**src/rtl/request_latch.sv**
```systemverilog
// Call-button front end for the elevator controller: synchronises and debounces
// the six raw buttons and keeps one sticky request bit per floor until its door opens.
module request_latch #(
    parameter int DB_CYCLES = 4,
    parameter int DB_W      = 3
) (
    input  logic       CLK,
    input  logic       RST,
    input  logic [2:0] interior_panel,
    input  logic [2:0] exterior_panel,
    input  logic [2:0] doors,
    output logic [2:0] requests,
    output logic [2:0] lamps,
    output logic       new_request,
    output logic [1:0] pending_count
);

    localparam logic [DB_W-1:0] DB_LAST = DB_W'(DB_CYCLES - 1);
    localparam logic [DB_W-1:0] CNT_ONE = DB_W'(1);

    function automatic logic [1:0] popcount3(input logic [2:0] v);
        return {1'b0, v[0]} + {1'b0, v[1]} + {1'b0, v[2]};
    endfunction

    // Buttons are handled as one vector: bits 2:0 interior, bits 5:3 exterior.
    logic [5:0]      raw_s;
    logic [5:0]      s1_q;
    logic [5:0]      s2_q;
    logic [5:0]      stb_q;
    logic [5:0]      stb_d;
    logic [5:0]      stb_dly_q;
    logic [DB_W-1:0] cnt_q [6];
    logic [DB_W-1:0] cnt_d [6];
    logic [5:0]      press_s;
    logic [2:0]      fpress_s;
    logic [2:0]      req_q;
    logic [2:0]      req_d;
    logic [2:0]      lamps_q;
    logic            new_q;
    logic            new_d;
    logic [1:0]      pend_q;

    assign raw_s = {exterior_panel, interior_panel};

    // Debounce: stb follows s2 only after it has disagreed for DB_CYCLES cycles.
    always_comb begin
        stb_d = stb_q;
        for (int i = 0; i < 6; i++) begin
            cnt_d[i] = cnt_q[i];
            if (s2_q[i] == stb_q[i]) begin
                cnt_d[i] = '0;
            end else if (cnt_q[i] == DB_LAST) begin
                stb_d[i] = s2_q[i];
                cnt_d[i] = '0;
            end else begin
                cnt_d[i] = cnt_q[i] + CNT_ONE;
            end
        end
    end

    assign press_s  = stb_q & ~stb_dly_q;
    assign fpress_s = press_s[2:0] | press_s[5:3];

    // An open door clears its floor and swallows any press arriving with it.
    always_comb begin
        req_d = req_q;
        for (int i = 0; i < 3; i++) begin
            if (doors[i]) begin
                req_d[i] = 1'b0;
            end else if (fpress_s[i]) begin
                req_d[i] = 1'b1;
            end else begin
                req_d[i] = req_q[i];
            end
        end
    end

    assign new_d = |(req_d & ~req_q);

    // Input synchroniser, debounce state and press edge detector.
    always_ff @(posedge CLK or posedge RST) begin
        if (RST) begin
            s1_q      <= 6'b000000;
            s2_q      <= 6'b000000;
            stb_q     <= 6'b000000;
            stb_dly_q <= 6'b000000;
            for (int i = 0; i < 6; i++) begin
                cnt_q[i] <= '0;
            end
        end else begin
            s1_q      <= raw_s;
            s2_q      <= s1_q;
            stb_q     <= stb_d;
            stb_dly_q <= stb_q;
            for (int i = 0; i < 6; i++) begin
                cnt_q[i] <= cnt_d[i];
            end
        end
    end

    // Request register and its registered status outputs.
    always_ff @(posedge CLK or posedge RST) begin
        if (RST) begin
            req_q   <= 3'b000;
            lamps_q <= 3'b000;
            new_q   <= 1'b0;
            pend_q  <= 2'b00;
        end else begin
            req_q   <= req_d;
            lamps_q <= req_d;
            new_q   <= new_d;
            pend_q  <= popcount3(req_d);
        end
    end

    assign requests      = req_q;
    assign lamps         = lamps_q;
    assign new_request   = new_q;
    assign pending_count = pend_q;

endmodule

```
**config.mk**
```make
export PLATFORM = sky130hd
export DESIGN_NAME = request_latch
export DESIGN_NICKNAME = d
export VERILOG_FILES = /design/src/rtl/request_latch.sv
export SDC_FILE = /design/constraint.sdc
export NUM_CORES = 1
export LEC_CHECK = 0
export CORE_AREA = 2 2 63 65
export DETAILED_ROUTE_END_ITERATION = 10
export DIE_AREA = 0 0 65 67
export HOLD_SLACK_MARGIN = 0.08
export PLACE_DENSITY_LB_ADDON = 0.08
export SYNTH_ARGS = -nofsm -noshare
export SYNTH_HDL_FRONTEND = slang
export SYNTH_SLANG_ARGS = --single-unit
```
**constraint.sdc**
```tcl
create_clock -name CLK -period 1.51 [get_ports CLK]
set_input_delay 0.302 -clock CLK [delete_from_list [all_inputs] [get_ports CLK]]
set_output_delay 0.302 -clock CLK [all_outputs]
set_load 0.02 [all_outputs]
```
==> flow_summary.json, run 1 <==
{
  "grt_pass1_vias": 847,
  "slowest_stage": "dfrtp_1",
  "drive_gt1_share_pct": 12.9,
  "area_growth_pct": 17.9,
  "ios": 20,
  "setup_ws_ps": 192,
  "cts_tree": "built",
  "cts_made_buffers": 5,
  "synth.area.top_cells": "dfrtp_1 (70%), nor3b_1 (4.8%), ha_1 (4.4%)",
  "instances_no_fill": 180,
  "syn-num-nets": 127,
  "path_buf_inv": 1,
  "cts_hold_buf": 0,
  "outcome": "finished clean",
  "power.density_nw_per_um2": 1760,
  "fin_nets": 151,
  "antenna_found_initial": 0,
  "final_antenna_net_count": 0,
  "syn_inst": 110,
  "n_antenna_cell": 0,
  "initial_core_util_pct": 47.8,
  "start_kind": "flip-flop",
  "synth-main-ff-cell": "dfrtp_1",
  "critPathCaptureType": "primary output",
  "synth.most_common_cell": "dfrtp_1",
  "synth_top_area_cell": "dfrtp_1",
  "timing.max_cap.violations": 0,
  "synth_edf_count": 0,
  "drcViolationCount": 0,
  "setup_viol": 0,
  "critPathArrivalTime_ps": 1020,
  "dp_slack_ps": -4.54,
  "synth_top_cell_area_share_pct": 69.7,
  "vias": 843,
  "cpPeakStageDelay_ps": 410,
  "cpLargestDelayFamily": "flip-flops",
  "coreArea_um2": 3610,
  "dieArea_um2": 4360,
  "worstPathCellList": "dlygate4sd2_1",
  "dpl.cell_count": 175,
  "maxSlewViolCount": 0,
  "syn_avg_cell_area_um2": 15.7,
  "grt_usage_pct": 11.7,
  "fin_skew_ps": 4.44,
  "slew_headroom_pct": 79.0,
  "max-vdd-ir-drop_mv": 0.839,
  "criticalPathCategory": "flip-flop to primary output",
  "dr.pass1.iters": 2,
  "syn_area_um2": 1720,
  "fin_crit_ps": 1320,
  "seq_area_frac_synth_pct": 69.7,
  "dp_hpwl_mm": 1.40,
  "viasPerCell": 4.68,
  "grt_first_pass_wirelength_mm": 3.71,
  "cts.sinks": 48,
  "gr-total-overflow": 0,
  "cts.clk_slew.worst_paths_ps": 70,
  "tightest_slew_ps": 312,
  "rsz0062_at_grt": "no",
  "yosys_warnings": 0,
  "period_share_pct": 87.3,
  "port_buffers": 19,
  "hold_class": "flip-flop to flip-flop",
  "hold_violations": 0,
  "p_leak_nw": 0.946,
  "clkLatencyLatePin_ps": 280,
  "finalWirelength_mm": 2.01,
  "postCtsSetupRepairBufs": 0,
  "synth_cell_types": 18,
  "fp.dieH_um": 67,
  "clock.fmax_mhz": 758,
  "synthTopCellsByCount": "dfrtp_1 (48), nor3b_1 (11), nor2b_1 (7)",
  "clockBufferDepth": 2,
  "path_max_fanout": 4,
  "drt-wirelength-per-cell_um": 11.2,
  "cp.depth": 1,
  "root_buffer": "clkbuf_8",
  "hold_depth": 0,
  "globalplace.congestion": 0.693,
  "crit_required_ps": 1210,
  "async_flop_share_pct": 100,
  "grt_max_degree": 49,
  "h-tree-depth": 2,
  "die_width_um": 65,
  "rows": 22,
  "r2r_cells": 3,
  "first_iter_violations": 24,
  "synth-seq-cells": 48
}
==> worst paths after layout <==
check,from,end,slack [ps]
setup / recovery,lamps[1],lamps[1],190
hold / removal,s1_q[2],s2_q[2],350
setup reg to reg,stb_dly_q[3],pending_count[0],200
hold reg to reg,s1_q[2],s2_q[2],350
max in group asynchronous,RST,cnt_q[5],940
min in group asynchronous,RST,s2_q[5],360
==> registers in the layout, summed over array words and instances, names as in the netlist <==
| name | count |
|---|---|
| pending_count | 2 |
| s1_q | 6 |
| stb_dly_q | 6 |
| stb_q | 6 |
| s2_q | 6 |
| lamps | 3 |
| new_request | 1 |
| cnt_q | 18 |
==> placed cells by master, fill, tap and decap left out, types with 3 or more instances in the layout <==
master,count
clkbuf_8,5
clkdlybuf4s50_1,10
dfrtp_1,48
dlygate4sd2_1,8
ha_1,6
inv_1,3
mux2_2,6
nand2b_1,5
nor2b_1,7
nor3_1,6
nor3b_1,11
xnor2_1,6
==> metal layers <==
metal	GRT usage [%]	routed length, µm
met1	13.5	937
met2	18.4	933
met3	5.41	125
met4	5.59	10
met5	0	0
==> power breakdown <==
part	internal (mW)	switching [mW]
clock network	0.298	0.342
logic	0.559	0.511
registers	1.66	0.193
==> repair_timing <==
| item | 4_1_cts | 5_1_grt |
|---|---|---|
| gates resized for setup | 8 | 1 |
| gates cloned | 0 | 0 |
| setup endpoints to repair | 8 | 1 |
| hold endpoints to repair | 0 | 0 |
| pin swaps | 0 | 0 |
==> final cells by class <==
| class | count | area [µm²] |
|---|---|---|
| inverters | 4 | 15.0 |
| clock buffers | 5 | 68.8 |
| multi-input cells | 55 | 484 |
| repair buffers | 20 | 203 |
| fillers | 304 | 1570 |
| well taps | 48 | 60.1 |
| flip-flops and latches | 48 | 1200 |
==> cell families (layout without fill, tap and decap cells) <==
family	after synthesis	after routing	share of synthesized area (%)
adders and majority gates	7	7	4.94
and+or+nand+nor	30	30	11.4
xor gates and xnor gates	7	7	4.43
AOI/OAI and AO/OA	5	5	3.41
muxes	6	6	3.92
DFF	48	48	69.7
buffers and inverters	7	29	2.18
==> per-stage QoR <==
| stage | TNS (ps) | instance area [µm²] | hold WS, ps | utilization (%) | power (mW) |
|---|---|---|---|---|---|
| after floorplan | 0 | 1720 | 331 | - | 2.71 |
| after CTS | 0 | 2030 | 352 | 56.3 | 3.64 |
| after global placement | 0 | 1970 | 333 | 54.6 | 3.01 |
| final | 0 | 2030 | 349 | 56.3 | 3.57 |
| after global routing | 0 | 2030 | 362 | 56.3 | 3.85 |
| after detailed placement | -4.54 | 1970 | 335 | 54.6 | 3.06 |
(Power assumes the default switching activity.)
==> inputs of run 2 (changes only) <==
GPL_TIMING_DRIVEN = 1   (was unset)
==> results of run 2 <==
Final layout, timing and power as in run 1 (identical DEF).
==> inputs of run 3 (changes only) <==
CORE_AREA = 2 2 46 90   (was 2 2 63 65)
DIE_AREA = 0 0 48 92   (was 0 0 65 67)
REMOVE_ABC_BUFFERS = 1   (was unset)
==> run 3 against run 2 <==
Routed wire length rose by 14%. Via count rose by 5.5%. Flip-flop and latch count did not move. First-iteration DRC count fell by 63%. Design area rose by 4.7%. Maximum frequency fell by 1.7%. Clock power rose by 70%. Clock-buffer cell count did not move. Power rose by 13%. Hold slack got worse by 100 ps. Critical endpoint is now requests[1]. Largest power group unchanged.
==> flow_summary.json, run 3 (synthesis results as in run 1) <==
{
  "n_antenna_cell": 0,
  "p_seq_share_pct": 46.2,
  "fin_tns_setup_ps": 0,
  "cpLargestDelayFamily": "flip-flops",
  "coreArea_um2": 3800,
  "setup_ws_ps": 169,
  "dieArea_um2": 4420,
  "outcome": "finished clean",
  "combPwrFrac_pct": 26.9,
  "cpPeakStageDelay_ps": 410,
  "grt_first_pass_wirelength_mm": 3.93,
  "dr.pass1.iters": 2,
  "finalWirelength_mm": 2.30,
  "hold_violations": 0,
  "area_growth_pct": 23.5,
  "cts_tree": "built",
  "p_int_mw": 2.89,
  "period_share_pct": 88.8,
  "drt-wirelength-per-cell_um": 12.2,
  "gr-total-overflow": 0,
  "path_max_fanout": 4,
  "viasPerCell": 4.73,
  "cts.sinks": 48,
  "fp.dieH_um": 92,
  "regMostFlops": "cnt_q",
  "vias": 889,
  "largest_reg_flops": 18,
  "dp_hpwl_mm": 1.69,
  "rsz0062_at_grt": "no",
  "timing.max_cap.violations": 0,
  "r2r_cells": 3,
  "rows": 32,
  "grt_max_degree": 20,
  "cts.clk_slew.worst_paths_ps": 90,
  "grt_pass1_vias": 952,
  "fin_nets": 153,
  "slew_headroom_pct": 76.4,
  "slowest_stage": "dfrtp_1",
  "cts_made_buffers": 5,
  "fin_util_pct": 56.0,
  "start_kind": "flip-flop",
  "tightest_slew_ps": 352,
  "antenna_found_initial": 0,
  "critPathArrivalTime_ps": 1040,
  "power.density_nw_per_um2": 1900,
  "drcViolationCount": 0,
  "r2r-end": "pending_count[0]",
  "layout_commonest_cell": "dfrtp_1",
  "crit_required_ps": 1210,
  "maxSlewViolCount": 0,
  "ios": 20,
  "swShare_pct": 28.5,
  "hold_class": "primary input to async pin",
  "max-vdd-ir-drop_mv": 1.10,
  "root_buffer": "clkbuf_8",
  "rrSetupSlack_ps": 190,
  "path_buf_inv": 1,
  "switchingPower_mw": 1.15,
  "port_buffers": 19,
  "critPathCaptureType": "primary output",
  "grt_usage_pct": 12.6,
  "fin_crit_ps": 1340,
  "clock.fmax_mhz": 746,
  "p_leak_nw": 0.981,
  "first_iter_violations": 9,
  "cts_hold_buf": 0,
  "clockBufferDepth": 2,
  "clkLatencyLatePin_ps": 300,
  "dp_slack_ps": 4.85,
  "initial_core_util_pct": 45.3,
  "h-tree-depth": 2,
  "final_antenna_net_count": 0,
  "r2r-start": "stb_dly_q[3]",
  "drive_gt1_share_pct": 16.1,
  "final_cell_mix": "dfrtp_1 (48), nor3b_1 (11), clkdlybuf4s50_1 (10), dlygate4sd2_1 (9), nor2b_1 (7)",
  "globalplace.congestion": 0.686,
  "fin_skew_ps": 11.9,
  "setup_viol": 0,
  "worstPathCellList": "dlygate4sd2_1",
  "die_width_um": 48,
  "total_power_mw": 4.04,
  "criticalPathCategory": "flip-flop to primary output",
  "clkPwrFrac_pct": 26.9
}
## run 3: power by group through the flow
stage	combinational [mW]	clock [mW]	sequential, mW
CTS	1.12	1.13	1.88
floorplan	0.670	0	2.00
finish	1.09	1.09	1.87
global placement	1.13	0	1.89
detailed placement	1.19	0	1.91
global route	1.21	1.18	1.93
## run 3: layout make-up
cell class | instances | area, µm²
clock inverter | 3 | 68.8
fill | 324 | 1680
clock buffer | 5 | 68.8
sequential | 48 | 1200
multi-input combinational | 55 | 484
inverter | 4 | 15.0
tap | 51 | 63.8
timing repair buffer | 22 | 226
## run 3: worst max-delay path by stage
stage               startpoint               end  depth (start not counted)
CTS                   lamps[1]       requests[1]                          1
floorplan                  RST          cnt_q[0]                          1
global placement      doors[0]  pending_count[0]                          3
detailed placement    doors[0]  pending_count[0]                          3
finish                lamps[1]       requests[1]                          1
global route          lamps[1]       requests[1]                          1
## run 3: what timing repair did
item | in CTS | in global routing
gates resized for setup | 9 | 0
buffers inserted | 0 | 0
setup endpoints to repair | 9 | 0
## run 3: layer usage
| layer | vias up | wire length, µm | GRT usage, % |
|---|---|---|---|
| met1 | 438 | 893 | 14.1 |
| met5 | - | 0 | 0 |
| met3 | 6 | 113 | 4.72 |
| met2 | 22 | 1220 | 19.1 |
| met4 | 0 | 72 | 7.43 |
| li1 | 423 | - | - |
## run 3: metrics by stage
stage          cell area [µm²]  hold slack (ps)  instances
3_3_place_gp              2000              332        180
3_5_place_dp              2000              339        180
5_1_grt                   2130              259        188
2_1_floorplan             1700              331        107
4_1_cts                   2130              241        188
6_report                  2130              245        188
==> patch, RTL diff (settings of run 2) <==
Make the reset (`RST`) synchronous in 2 clocked blocks.
--- a/src/rtl/request_latch.sv
+++ b/src/rtl/request_latch.sv
@@ -78,7 +78,7 @@
     assign new_d = |(req_d & ~req_q);
 
     // Input synchroniser, debounce state and press edge detector.
-    always_ff @(posedge CLK or posedge RST) begin
+    always_ff @(posedge CLK) begin
         if (RST) begin
             s1_q      <= 6'b000000;
             s2_q      <= 6'b000000;
@@ -99,7 +99,7 @@
     end
 
     // Request register and its registered status outputs.
-    always_ff @(posedge CLK or posedge RST) begin
+    always_ff @(posedge CLK) begin
         if (RST) begin
             req_q   <= 3'b000;
             lamps_q <= 3'b000;
Formal check against the unedited RTL: differs if RST is asserted again (counterexample within 10 cycles, from zero or initial values and one cycle with RST high); with RST held inactive, the same outputs for 10 cycles.
==> patch against run 2 <==
  * Wire length is 13% higher
  * Count of clock-buffer cells in the layout up 1
  * Setup slack got worse by 91 ps
  * Design area grew 2.6%
  * Global-route usage grew 0.92 points
  * Area after synthesis did not move
  * Sequential cell count is the same
  * Clock skew is 1.5 ps higher
  * Critical path type is now flip-flop to flip-flop
  * Critical endpoint is now pending_count[0]$_SDFF_PP0_
Power is not compared: it rests on default switching activity, and its combinational part moved more than twofold at a synthesized area within 25%.
==> patch: results <==
set metrics [dict create \
    synth_cell_types 16 \
    synth-async-reset-ratio_pct 0 \
    cts.sinks 48 \
    yosysWarnings 0 \
    grt_usage_pct 12.60 \
    drive_gt1_share_pct 8.947 \
    hold_depth 1 \
    fillCellCount 320 \
    grt_pass1_vias 1027 \
    synth-seq-area-share_pct 55.77 \
    ir_worst_vdd_v 0.0006555 \
    avgRoutedWirePerCell_um 9.508 \
    grtUsageMet3_pct 4.392 \
    portBuffers 19 \
    hpwlAfterDp_um 1672 \
    hold_path_class "flip-flop to flip-flop" \
    gp_congestion 0.7192 \
    met2_usage_pct 22.42 \
    first_pass_iters 4 \
    grt.met1_usage_pct 12.80 \
    status "completed" \
    largest_register "cnt_q" \
    synthTopCellsByArea "dfxtp_1 56%, nor2b_1 9.1%, ha_1 8.7%" \
    drt-initial-drc-count 26 \
    htreeDepth 2 \
    layout.nets 213 \
    ys_top_cells_by_count "48 x dfxtp_1, 28 x nor2_1, 25 x nor2b_1" \
    critPathMaxFanout 4 \
    p_leak_nw 0.9161 \
    grt_pass1_wl_um 4043 \
    diodes 0 \
    fin_worst_skew_ps 5.892 \
    syn-num-nets 186 \
    cts_setup_buffers 0 \
    clk_latency_ps 290 \
    cts_root_buf "clkbuf_8" \
    vias_per_cell 4.534 \
    antenna_found_initial 0 \
    clkTransAtPathRegs_ps 80 \
    clock_path_buffers 2 \
    largest_register_ffs 18 \
    cts_inserted_buffers 5 \
    preCtsSetupSlack_ps -70.88 \
    worstRegToRegCells 4 \
    tightestPinTransition_ps 318.0 \
    grt_max_degree 25 \
    switching_share_pct 20.18 \
]
==> patch: cell types whose count changed in the layout (fill, tap and decap cells not counted), sizes merged, moves of 11 or more <==
| cell | change |
|---|---|
| dfxtp | +48 |
| dfrtp | -48 |
| nor3b | -11 |
| nor2 | +28 |
| inv | +11 |
| nor2b | +18 |
==> patch: final timing paths <==
path / to / slack [ps] / from
max reg2reg: pending_count[0]$_SDFF_PP0_ / 100 / stb_q[0]$_SDFFE_PP0P_
min: cnt_q[0][0]$_SDFF_PP0_ / 420 / cnt_q[0][0]$_SDFF_PP0_
max: pending_count[0]$_SDFF_PP0_ / 100 / stb_q[0]$_SDFFE_PP0P_
min reg2reg: cnt_q[0][0]$_SDFF_PP0_ / 420 / cnt_q[0][0]$_SDFF_PP0_
==> patch: power by group through the flow <==
stage / logic [W] / clock network [W] / registers, W
2_1_floorplan: 0.0000407 / 0 / 0.00132
3_3_place_gp: 0.0000835 / 0 / 0.00132
3_5_place_dp: 0.0000860 / 0 / 0.00132
4_1_cts: 0.0000864 / 0.000727 / 0.00129
5_1_grt: 0.0000955 / 0.000778 / 0.00130
6_report: 0.0000845 / 0.000693 / 0.00129
==> patch: metal layers <==
metal	up-vias	part of all wire, %
li1	558	-
met1	493	44
met2	23	48
met3	5	5.7
met4	0	1.9
met5	-	0
==> patch: area by class of cell <==
| type | instances | share of cell area [%] |
|---|---|---|
| clock buffer | 6 | 3.479 |
| clock inverter | 1 | 0.2400 |
| inverter | 15 | 2.699 |
| multi-input combinational | 93 | 32.03 |
| sequential | 48 | 46.07 |
| tap | 48 | 2.879 |
| timing repair buffer | 27 | 12.60 |
==> patch: what timing repair did <==
item                                    in CTS  in global routing
gates resized for setup                      6                  3
endpoints found under the hold margin        0                  0
endpoints found under the setup margin       6                  3
hold buffers                                 0                  0
==> patch: metrics by stage <==
stage | cell area [um2] | util (%) | std cells
after floorplan | 1723 | - | 163
after global placement | 2008 | 55.69 | 231
after detailed placement | 2008 | 55.69 | 231
after CTS | 2078 | 57.63 | 238
after global routing | 2086 | 57.84 | 238
final | 2086 | 57.84 | 238
==> patch: cells by family (layout without fill, tap and decap cells) <==
group                    Yosys count  count (layout)  synth area share [%]
AO/OA/AOI/OAI                      3               3                 3.195
XOR/XNOR                           7               7                 3.559
adder cells (fa/ha/maj)           13              13                 9.295
buffers and inverters             22              49                 5.446
flip-flops                        48              48                 55.77
multiplexers                       7               7                 4.140
AND/OR/NAND/NOR                   63              63                 18.59
==> patch: critical path: stages (launching register included) <==
cell and delay (ps):
dfxtp_1 350, nor2b_1 170, o31ai_4 260, xor2_1 190, mux2_1 330
